## src/rtl/graphics_pkg.sv

```systemverilog
`default_nettype none
// ============================================================================
//  Module      : graphics_pkg
//  Description : Shared screen geometry, colours, job/state encodings and
//                pixel colour rule for the graphics draw engine.
//  Revision    : 1.0 - initial release
// ============================================================================
package graphics_pkg;

   localparam int SCREEN_W = 160;
   localparam int SCREEN_H = 120;
   localparam int X_W      = $clog2(SCREEN_W);
   localparam int Y_W      = $clog2(SCREEN_H);

   localparam logic [2:0] BLACK = 3'b000;
   localparam logic [2:0] WHITE = 3'b111;
   localparam logic [2:0] BLUE  = 3'b001;
   localparam logic [2:0] GOLD  = 3'b110;
   localparam logic [2:0] GREEN = 3'b010;

   localparam int DEF_MONEY_X0    = 4;
   localparam int DEF_MONEY_Y0    = 4;
   localparam int DEF_BAR_MAX_W   = 64;
   localparam int DEF_BAR_H       = 8;
   localparam int DEF_MONEY_SHIFT = 2;
   localparam int DEF_SEL_X0      = 8;
   localparam int DEF_SEL_Y0      = 40;
   localparam int DEF_SEL_W       = 32;
   localparam int DEF_SEL_H       = 24;
   localparam int DEF_SEL_PITCH   = 36;
   localparam int DEF_NUM_ITEMS   = 4;
   localparam int DEF_UPG_X0      = 4;
   localparam int DEF_UPG_Y0      = 80;
   localparam int DEF_UPG_W       = 128;
   localparam int DEF_UPG_H       = 8;
   localparam int DEF_UPG_STEP    = 8;

   // Job index doubles as the bit position in the pending-request vector
   typedef enum logic [1:0] {
      JOB_ERASE = 2'd0,
      JOB_SEL   = 2'd1,
      JOB_UPG   = 2'd2,
      JOB_MONEY = 2'd3
   } job_t;

   typedef enum logic [1:0] {
      ST_IDLE = 2'd0,
      ST_LOAD = 2'd1,
      ST_SCAN = 2'd2,
      ST_DONE = 2'd3
   } state_t;

   // Colour of one pixel given its offset inside the job rectangle; fill is
   // the coloured column count for the bar jobs
   function automatic logic [2:0] pixel_colour(input job_t           job,
                                               input logic [X_W-1:0] col,
                                               input logic [Y_W-1:0] row,
                                               input logic [X_W-1:0] w,
                                               input logic [Y_W-1:0] h,
                                               input logic [X_W-1:0] fill);
      logic [2:0] c;
      c = BLACK;
      case (job)
         JOB_ERASE: c = BLACK;
         JOB_SEL: begin
            if ((col == '0) || (row == '0) ||
                (col == w - X_W'(1)) || (row == h - Y_W'(1)))
               c = WHITE;
            else
               c = BLUE;
         end
         JOB_UPG:   c = (col < fill) ? GREEN : BLACK;
         JOB_MONEY: c = (col < fill) ? GOLD  : BLACK;
         default:   c = BLACK;
      endcase
      return c;
   endfunction

endpackage
`default_nettype wire

```

## src/rtl/graphics_draw_engine_rect_scanner.sv

```systemverilog
`default_nettype none
// ============================================================================
//  Module      : rect_scanner
//  Description : Walks a rectangle in raster order, one pixel per clock,
//                reporting absolute position, offsets and the last pixel.
//  Revision    : 1.0 - initial release
// ============================================================================
module rect_scanner
   import graphics_pkg::*;
(
   input  logic           clock,
   input  logic           reset,
   input  logic           start,
   input  logic [X_W-1:0] x0,
   input  logic [Y_W-1:0] y0,
   input  logic [X_W-1:0] w,
   input  logic [Y_W-1:0] h,
   output logic [X_W-1:0] x,
   output logic [Y_W-1:0] y,
   output logic [X_W-1:0] col,
   output logic [Y_W-1:0] row,
   output logic           valid,
   output logic           last
);

   logic [X_W-1:0] base_x, width, cnt_col, use_x0, use_w;
   logic [Y_W-1:0] base_y, height, cnt_row, use_y0, use_h;
   logic           active;

   // First pixel is presented on the start cycle itself so it reaches the
   // output registers without an extra pipeline stage
   always_comb begin
      if (start) begin
         use_x0 = x0;
         use_y0 = y0;
         use_w  = w;
         use_h  = h;
         col    = '0;
         row    = '0;
         valid  = 1'b1;
      end else begin
         use_x0 = base_x;
         use_y0 = base_y;
         use_w  = width;
         use_h  = height;
         col    = cnt_col;
         row    = cnt_row;
         valid  = active;
      end
      x    = use_x0 + col;
      y    = use_y0 + row;
      last = valid && (col == use_w - X_W'(1)) && (row == use_h - Y_W'(1));
   end

   // Geometry capture and raster counter advance
   always_ff @(posedge clock or posedge reset) begin
      if (reset) begin
         base_x  <= '0;
         base_y  <= '0;
         width   <= '0;
         height  <= '0;
         cnt_col <= '0;
         cnt_row <= '0;
         active  <= 1'b0;
      end else begin
         if (start) begin
            base_x <= x0;
            base_y <= y0;
            width  <= w;
            height <= h;
         end
         if (valid) begin
            if (last) begin
               active  <= 1'b0;
               cnt_col <= '0;
               cnt_row <= '0;
            end else begin
               active <= 1'b1;
               if (col == use_w - X_W'(1)) begin
                  cnt_col <= '0;
                  cnt_row <= row + Y_W'(1);
               end else begin
                  cnt_col <= col + X_W'(1);
               end
            end
         end
      end
   end

endmodule
`default_nettype wire

```

## src/rtl/graphics_draw_engine.sv

```systemverilog
`default_nettype none
// ============================================================================
//  Module      : graphics_draw_engine
//  Description : Buffers draw strobes as sticky pending requests, serves them
//                one at a time by priority and rasterises each job's
//                rectangle onto the VGA adapter plot interface.
//  Revision    : 1.0 - initial release
// ============================================================================
module graphics_draw_engine
   import graphics_pkg::*;
#(
   parameter int MONEY_X0    = DEF_MONEY_X0,
   parameter int MONEY_Y0    = DEF_MONEY_Y0,
   parameter int BAR_MAX_W   = DEF_BAR_MAX_W,
   parameter int BAR_H       = DEF_BAR_H,
   parameter int MONEY_SHIFT = DEF_MONEY_SHIFT,
   parameter int SEL_X0      = DEF_SEL_X0,
   parameter int SEL_Y0      = DEF_SEL_Y0,
   parameter int SEL_W       = DEF_SEL_W,
   parameter int SEL_H       = DEF_SEL_H,
   parameter int SEL_PITCH   = DEF_SEL_PITCH,
   parameter int NUM_ITEMS   = DEF_NUM_ITEMS,
   parameter int UPG_X0      = DEF_UPG_X0,
   parameter int UPG_Y0      = DEF_UPG_Y0,
   parameter int UPG_W       = DEF_UPG_W,
   parameter int UPG_H       = DEF_UPG_H,
   parameter int UPG_STEP    = DEF_UPG_STEP
) (
   input  logic           clock,
   input  logic           reset,
   input  logic           drawMoney,
   input  logic           drawSelection,
   input  logic           drawUpgrade,
   input  logic           black,
   input  logic [15:0]    money,
   input  logic [1:0]     selIndex,
   input  logic [3:0]     upgradeLevel,
   output logic [X_W-1:0] x,
   output logic [Y_W-1:0] y,
   output logic [2:0]     colour,
   output logic           plot,
   output logic           busy,
   output logic           done
);

   state_t         state, state_nx;
   job_t           job, job_nx;
   logic [3:0]     pend, req_set, req_clear;
   logic           start;
   logic [1:0]     sel_idx;
   logic [15:0]    money_shift;
   int             upg_width;
   logic [X_W-1:0] geo_x0, geo_w, geo_fill, fill_reg, fill_use;
   logic [Y_W-1:0] geo_y0, geo_h;
   logic [X_W-1:0] scan_x, scan_col;
   logic [Y_W-1:0] scan_y, scan_row;
   logic           scan_valid, scan_last;
   logic [2:0]     pix_colour;

   // Request decode; black alone never raises a request
   assign req_set = {drawMoney, drawUpgrade, drawSelection & ~black, drawSelection & black};

   assign busy = (state != ST_IDLE) | (|pend);

   // State and job registers
   always_ff @(posedge clock or posedge reset) begin
      if (reset) begin
         state <= ST_IDLE;
         job   <= JOB_ERASE;
      end else begin
         state <= state_nx;
         job   <= job_nx;
      end
   end

   // Next state, launch priority and scanner start
   always_comb begin
      state_nx  = state;
      job_nx    = job;
      req_clear = 4'b0000;
      start     = 1'b0;
      case (state)
         ST_IDLE: begin
            if (pend[JOB_ERASE]) begin
               job_nx = JOB_ERASE;
               req_clear[JOB_ERASE] = 1'b1;
            end else if (pend[JOB_SEL]) begin
               job_nx = JOB_SEL;
               req_clear[JOB_SEL] = 1'b1;
            end else if (pend[JOB_UPG]) begin
               job_nx = JOB_UPG;
               req_clear[JOB_UPG] = 1'b1;
            end else if (pend[JOB_MONEY]) begin
               job_nx = JOB_MONEY;
               req_clear[JOB_MONEY] = 1'b1;
            end
            if (|pend) state_nx = ST_LOAD;
         end
         ST_LOAD: begin
            start    = 1'b1;
            state_nx = ST_SCAN;
         end
         ST_SCAN: begin
            if (scan_last) state_nx = ST_DONE;
         end
         ST_DONE: state_nx = ST_IDLE;
         default: state_nx = ST_IDLE;
      endcase
   end

   // Job rectangle and fill width from the live operands (sampled during LOAD)
   always_comb begin
      sel_idx = selIndex;
      if (int'(selIndex) >= NUM_ITEMS) sel_idx = 2'(NUM_ITEMS - 1);
      money_shift = money >> MONEY_SHIFT;
      upg_width   = int'(upgradeLevel) * UPG_STEP;
      geo_x0   = '0;
      geo_y0   = '0;
      geo_w    = '0;
      geo_h    = '0;
      geo_fill = '0;
      case (job)
         JOB_ERASE: begin
            geo_x0 = X_W'(SEL_X0);
            geo_y0 = Y_W'(SEL_Y0);
            geo_w  = X_W'(NUM_ITEMS * SEL_PITCH);
            geo_h  = Y_W'(SEL_H);
         end
         JOB_SEL: begin
            geo_x0 = X_W'(SEL_X0 + int'(sel_idx) * SEL_PITCH);
            geo_y0 = Y_W'(SEL_Y0);
            geo_w  = X_W'(SEL_W);
            geo_h  = Y_W'(SEL_H);
         end
         JOB_UPG: begin
            geo_x0   = X_W'(UPG_X0);
            geo_y0   = Y_W'(UPG_Y0);
            geo_w    = X_W'(UPG_W);
            geo_h    = Y_W'(UPG_H);
            geo_fill = (upg_width > UPG_W) ? X_W'(UPG_W) : X_W'(upg_width);
         end
         JOB_MONEY: begin
            geo_x0   = X_W'(MONEY_X0);
            geo_y0   = Y_W'(MONEY_Y0);
            geo_w    = X_W'(BAR_MAX_W);
            geo_h    = Y_W'(BAR_H);
            geo_fill = (money_shift > 16'(BAR_MAX_W)) ? X_W'(BAR_MAX_W)
                                                      : money_shift[X_W-1:0];
         end
         default: ;
      endcase
   end

   rect_scanner u_scanner (
      .clock (clock),
      .reset (reset),
      .start (start),
      .x0    (geo_x0),
      .y0    (geo_y0),
      .w     (geo_w),
      .h     (geo_h),
      .x     (scan_x),
      .y     (scan_y),
      .col   (scan_col),
      .row   (scan_row),
      .valid (scan_valid),
      .last  (scan_last)
   );

   // The fill register is only written at the LOAD edge, so the first pixel
   // takes the live value
   assign fill_use   = (state == ST_LOAD) ? geo_fill : fill_reg;
   assign pix_colour = pixel_colour(job, scan_col, scan_row, geo_w, geo_h, fill_use);

   // Pending flags (set wins over launch clear), operand capture, pixel outputs
   always_ff @(posedge clock or posedge reset) begin
      if (reset) begin
         pend     <= 4'b0000;
         fill_reg <= '0;
         x        <= '0;
         y        <= '0;
         colour   <= BLACK;
         plot     <= 1'b0;
         done     <= 1'b0;
      end else begin
         pend <= (pend & ~req_clear) | req_set;
         if (state == ST_LOAD) fill_reg <= geo_fill;
         plot <= scan_valid;
         if (scan_valid) begin
            x      <= scan_x;
            y      <= scan_y;
            colour <= pix_colour;
         end
         done <= (state == ST_DONE);
      end
   end

endmodule
`default_nettype wire
```

## config.mk

```make
export PLATFORM = sky130hd
export DESIGN_NAME = graphics_draw_engine
export DESIGN_NICKNAME = d
export VERILOG_FILES = /design/src/rtl/graphics_pkg.sv /design/src/rtl/graphics_draw_engine_rect_scanner.sv /design/src/rtl/graphics_draw_engine.sv
export SDC_FILE = /design/constraint.sdc
export NUM_CORES = 1
export LEC_CHECK = 0
export BUFFER_PORTS_ARGS = -buffer_cell sky130_fd_sc_hd__clkbuf_2
export CAP_MARGIN = 25
export CORE_ASPECT_RATIO = 1.5
export CORE_UTILIZATION = 55
export CTS_BUF_LIST = sky130_fd_sc_hd__clkbuf_8
export DETAILED_ROUTE_END_ITERATION = 8
export HOLD_SLACK_MARGIN = 0.02
export PLACE_DENSITY_LB_ADDON = 0.2
export SYNTH_ARGS = -nofsm -noshare
export SYNTH_HDL_FRONTEND = slang
export SYNTH_SLANG_ARGS = --single-unit
```

## constraint.sdc

```tcl
create_clock -name clock -period 7.69 [get_ports clock]
set_clock_uncertainty 0.05 [all_clocks]
set_input_delay 0.769 -clock clock [delete_from_list [all_inputs] [get_ports clock]]
set_output_delay 0.769 -clock clock [all_outputs]
set_load 0.01 [all_outputs]
```

Yosys cells after proc, flatten, opt, wreduce, memory -nomap -nowiden. Cells that the tools add are included.

Muxes and demuxes: 40. $add $sub $neg: 9. Bitwise operators: 7. Multipliers: 1. Reduce and logical (&&, ||, !) cells: 18. Equality and inequality tests: 12. Magnitude comparators: 3.

Operator list (count): two-way mux 8 bit (8); two-way mux 7 bit (5); case mux 8 bit (4 select lines) (1); case mux 8 bit (3 select lines) (1); case mux 7 bit (3 select lines) (1); equality test 8 bit (2); two-way mux 2 bit (8); case mux 8 bit (2 select lines) (1); subtractor 8 x 1 -> 8 bit, second input constant (2); equality test 7 bit (2); > comparator 14 x 7 -> 1 bit, second input constant (1); case mux 7 bit (2 select lines) (1); subtractor 7 x 1 -> 7 bit, second input constant (2); case mux 3 bit (4 select lines) (1); two-way mux 3 bit (3); adder 4 x 8 -> 8 bit, first input constant (1); adder 8 x 1 -> 8 bit, second input constant (1); adder 8 bit (1); equality test 2 bit, second input constant (4); > comparator 7 x 8 -> 1 bit, second input constant (1); zero test 8 bit (1); less-than comparator 8 bit (1); two-way mux 1 bit (8); case mux 2 bit (4 select lines) (1); other kinds (21) (32).

Register bits after elaboration: 82. Word-level logic and storage cells: 106.

Depth between registers and ports, before layout.
Word-level depth: 9. Gate-level depth with buffers: 18. Gate-level depth less buffers: 15.

Hierarchy. From an unflattened synthesis, not the netlist that was laid out.

Cells, all modules: 501. Area total of the unflattened synthesis: 5071.1 µm².

By module, submodules not included: rect_scanner (cells an instance 331, sequential area each 1151.1 µm², area an instance 3218.1 µm², times used 1); graphics_draw_engine (cells an instance 170, sequential area each 900.9 µm², area an instance 1853.0 µm², times used 1).

Worst setup path before layout. Ideal clock, no wire load.

Path type: register to register. Start point: register state[1]. End point: register x[7]. Period minus slack after synthesis: 3.812 ns. Cell stages (with the launch flop): 17. Buffers on the path: 5. Data arrival time: 3.658 ns. Setup slack: 3.878 ns. Cell sequence: dfrtp_1 > inv_1 > ha_1 > buf_4 > buf_4 > clkbuf_1 > clkbuf_1 > clkbuf_1 > nor2_1 > a21oi_1 > ha_1 > a21oi_1 > nand2b_1 > a21oi_1 > o41ai_1 > mux2_2 > a221oi_1.

Longest elaborated chain between the ends: 4. Elaborated cells on any way between the ends: 6.

RTL lines: from (decl) (RTL line graphics_draw_engine.sv:46) `state_t state, state_nx;`; from (signal assigned) (RTL line graphics_draw_engine.sv:71) `state <= state_nx;`; equality test 2 x 1 -> 1 bit (RTL line graphics_draw_engine.sv:82) `case (state)`; two-way mux 1 bit (RTL line graphics_draw_engine.sv:82); two-way mux 8 bit; named net u_scanner.use_x0[2] (RTL line graphics_draw_engine_rect_scanner.sv:26) `logic [X_W-1:0] base_x, width, cnt_col, use_x0, use_w;`; adder 8 bit (RTL line graphics_draw_engine_rect_scanner.sv:50) `x = use_x0 + col;`; to (signal assigned) (RTL line graphics_draw_engine.sv:190) `x <= scan_x;`; to (decl) (RTL line graphics_draw_engine.sv:38) `output logic [X_W-1:0] x,`.

The timed path passes the listed nets, and every way through them passes these cells. A chain may end at the register's enable or synchronous reset.

Final worst setup path.
Start point: register state[1]. End point: register colour[2].

Longest elaborated chain between the ends: 9. Elaborated cells on any way between the ends: 17.

RTL lines: equality test 2 x 1 -> 1 bit (*) (RTL line graphics_draw_engine.sv:82, graphics_draw_engine.sv:172); branches (longest 8 deep; another with less-than comparator 8 bit); to (signal assigned) (RTL line graphics_draw_engine.sv:192) `colour <= pix_colour;`; to (decl) (RTL line graphics_draw_engine.sv:40) `output logic [2:0] colour,`.

Every way passes the cells marked *.

==> results by group <==
Status
  • Status: finished clean

Critical path
  • Worst EP required: 7930 ps
  • Worst reg-to-reg setup slack: roughly 3200 ps
  • Reg2reg start: state[1]
  • Startpoint Class: flip-flop
  • CP arrival: ~4700 ps
  • Crit. End Element: flip-flop
  • CP Launch Point: state[1]
  • Setup Crit Path Kind: flip-flop to flip-flop
  • Critical R2R Capture: colour[2]
  • Worst Setup EP: colour[2]
  • CP max FO: 71
  • R2R depth: 12

Timing
  • FMAX: between 200 and 250 MHz
  • Final Hold Viols: 0
  • RSZ-0062 raised after global routing: false
  • Final period util: ~60%
  • Final worst slack: approximately 3200 ps
  • Total negative slack: 0 ps
  • Hold WS: 429 ps
  • Slew of the pin with the lowest slew margin: between 1000 and 1500 ps
  • Relative slew margins: a little under 30%
  • Final setup violation count: 0
  • Max-slew violation count: 0
  • Tmin final: around 4500 ps

Clock tree
  • Worst-skew pair later-pin latency: about 360 ps
  • CTS H-tree depth: 3
  • Total CTS buffers: 9
  • CTS Hold Bufs: 0
  • Worst-path clk slew: about 80 ps
  • Max Root-Sink Buffers: 2
  • Post-CTS Setup Bufs: 0
  • CTS tree: built
  • Cts repair resizes: 0
  • CTS Root Cell: clkbuf_8
  • CTS sink count: 82

Yosys
  • Post-synth cell types: between 60 and 70
  • Synth top area cells: dfrtp_1 (42%), ha_1 (7.7%), nand2_1 (3.8%)
  • Syn_area_per_cell: between 9 and 10 um^2
  • Ys async rst share: 100%
  • Synthesized Nets: between 500 and 600
  • Register bit total from synthesis: around 80
  • Post-synth top area cell: dfrtp_1
  • Main synth FF type: dfrtp_1
  • Yosys Warn Count: 0
  • Post-synthesis sequential area ratio: 42.3%
  • Number of enable flip-flop cells after synthesis: 0
  • Synth top area share: a little over two fifths
  • Mapped Area: between 4000 and 5000 um^2
  • Synth Instances: between 500 and 600

Drt
  • Vias: between 3000 and 4000
  • Routed WL per cell: 15.7 um
  • Iter 0 DRT Violations: 286
  • Total iterations of the first detailed-routing run: 4
  • Vias per cell: ~5.8
  • DRC violations left: 0
  • Final ANT Viol Nets: 0
  • DRT Wirelength: 10700 um

Floorplan
  • Core Region: about 8500 um^2
  • Ports: 49
  • Die Area: between 9000 and 10000 um^2
  • Starting density of the core: a little under three fifths
  • Die Y-Extent: between 100 and 150 um
  • Die width: a little under 80 um
  • Row cnt: 41

Cells and area
  • Area grow syn2layout: 10.1%
  • Filler cells: slightly above 700
  • Final Core Density: approximately 63%
  • Nets: 630
  • Area of the multi-input gates: 2510 um^2
  • Share of cells above drive strength 1: between 10% and 20%
  • Inserted Diodes: 0
  • Reg area: between 2000 and 2500 um^2

Placement
  • Final HPWL DP: 7460 um
  • Port buffer count: 46
  • Post-Place Worst Slack: about 3200 ps
  • Final GP Congestion: between 0.8 and 0.9

Global route
  • GRT Overall Usage: 25.3%
  • GRT busiest layer: met2
  • GR Util met1: a little under a third
  • Met3 Use GR: 3.64%
  • First-pass GRT wire length: between 15000 and 20000 um
  • GRT overflow: 0
  • M2 GR Usage: between 40% and 50%
  • Largest net degree at the start of global routing: 83
  • Initial antenna violation count: 0
  • Vias in the first global route: roughly 3900

Power and ir drop
  • Pleak: between 2 and 3 nW
  • VDD IR-drop max: 0.000123 V
  • Pwr dens: roughly 140 nW/um^2

Run
  • Max_cap viols: 0

Min path
  • Hold WC Path Type: input port to async pin
## routing by layer
metal  part of all wire (%)  wire length (um)
met5                      0                 0
met4                    2.8               300
met3                    4.0               428
met2                     49              5250
met1                     44              4690
## critical path, cell delays in order (launching register included)
cell and delay [ps]:
dfrtp_1 420, inv_1 120, ha_2 170, buf_4 510, inv_2 420, nor3_1 950, a221oi_1 260, ha_1 300
a211oi_1 210, o21ai_0 140, a221oi_1 540, nand3_1 140, a21oi_1 170
## power breakdown
part / total [mW] / internal (mW) / switching [mW]
Clock: 0.291 / 0.141 / 0.151
Sequential: 0.431 / 0.431 / 0.0000000102
Combinational: 0.0185 / 0.00685 / 0.0117
## layout make-up
type / instances / area share, %
Clock buffer: 12 / 3.09
Clock inverter: 4 / 0.328
Inverter: 47 / 3.33
Multi-Input combinational cell: 380 / 47.1
Sequential cell: 82 / 38.4
Tap cell: 107 / 2.51
Timing Repair Buffer: 50 / 5.25
## cells in the mapped netlist (4+ instances only)
| library cell | number |
|---|---|
| a21oi_1 | 36 |
| a21boi_0 | 5 |
| xnor2_1 | 17 |
| nand3_1 | 7 |
| nor4_1 | 6 |
| nand2b_1 | 11 |
| xor2_1 | 13 |
| nand2_1 | 49 |
| nor3_1 | 6 |
| a221oi_1 | 6 |
| dfrtp_1 | 82 |
| o21ai_0 | 32 |
| inv_1 | 45 |
| a21o_1 | 11 |
| a31oi_1 | 4 |
| nand4_1 | 5 |
| mux2i_1 | 4 |
| clkbuf_1 | 15 |
| nor2_1 | 43 |
| nor2b_1 | 20 |
| or3_1 | 7 |
| o21bai_1 | 4 |
| ha_1 | 30 |
| and3_1 | 6 |
| o22ai_1 | 5 |
## metrics by stage
stage          instance area [um^2]  std cells  power [mW]
3_3_place_gp                   5130        665       0.456
6_report                       5340        682       0.741
3_5_place_dp                   5130        665       0.457
2_1_floorplan                  4850        532       0.447
5_1_grt                        5340        682       0.769
4_1_cts                        5310        681       0.748
## cell usage in the layout, fill, tap and decap left out, types with 5 or more instances in the layout
| master | n |
|---|---|
| a221oi_1 | 6 |
| a21o_1 | 11 |
| nand2b_1 | 11 |
| xor2_1 | 13 |
| dfrtp_1 | 82 |
| xnor2_1 | 17 |
| or3_1 | 7 |
| nand2_1 | 49 |
| a21oi_1 | 36 |
| nor2_1 | 43 |
| clkbuf_8 | 12 |
| nor2b_1 | 20 |
| nor3_1 | 6 |
| clkbuf_2 | 46 |
| nand3_1 | 7 |
| and3_1 | 6 |
| a21boi_0 | 5 |
| o21ai_0 | 32 |
| ha_1 | 29 |
| nand4_1 | 5 |
| nor4_1 | 6 |
| inv_1 | 46 |
| o22ai_1 | 5 |
## cells by family after synthesis
group | synth area share, %
buf+inv | 5.91
fa+ha+maj | 8.56
flops | 42.3
simple gates | 19.1
compound gates | 17.2
mux | 1.52
xor+xnor | 5.42
## worst min-delay path by stage
stage,from,endpoint,slack [ps]
2_1_floorplan,fill_reg[7],fill_reg[7],390
3_3_place_gp,colour[0],colour[0],400
3_5_place_dp,y[0],y[0],410
4_1_cts,x[0],x[0],430
5_1_grt,x[0],x[0],450
6_report,reset,fill_reg[2],430
Note: power is estimated with default switching activity, not from simulation.
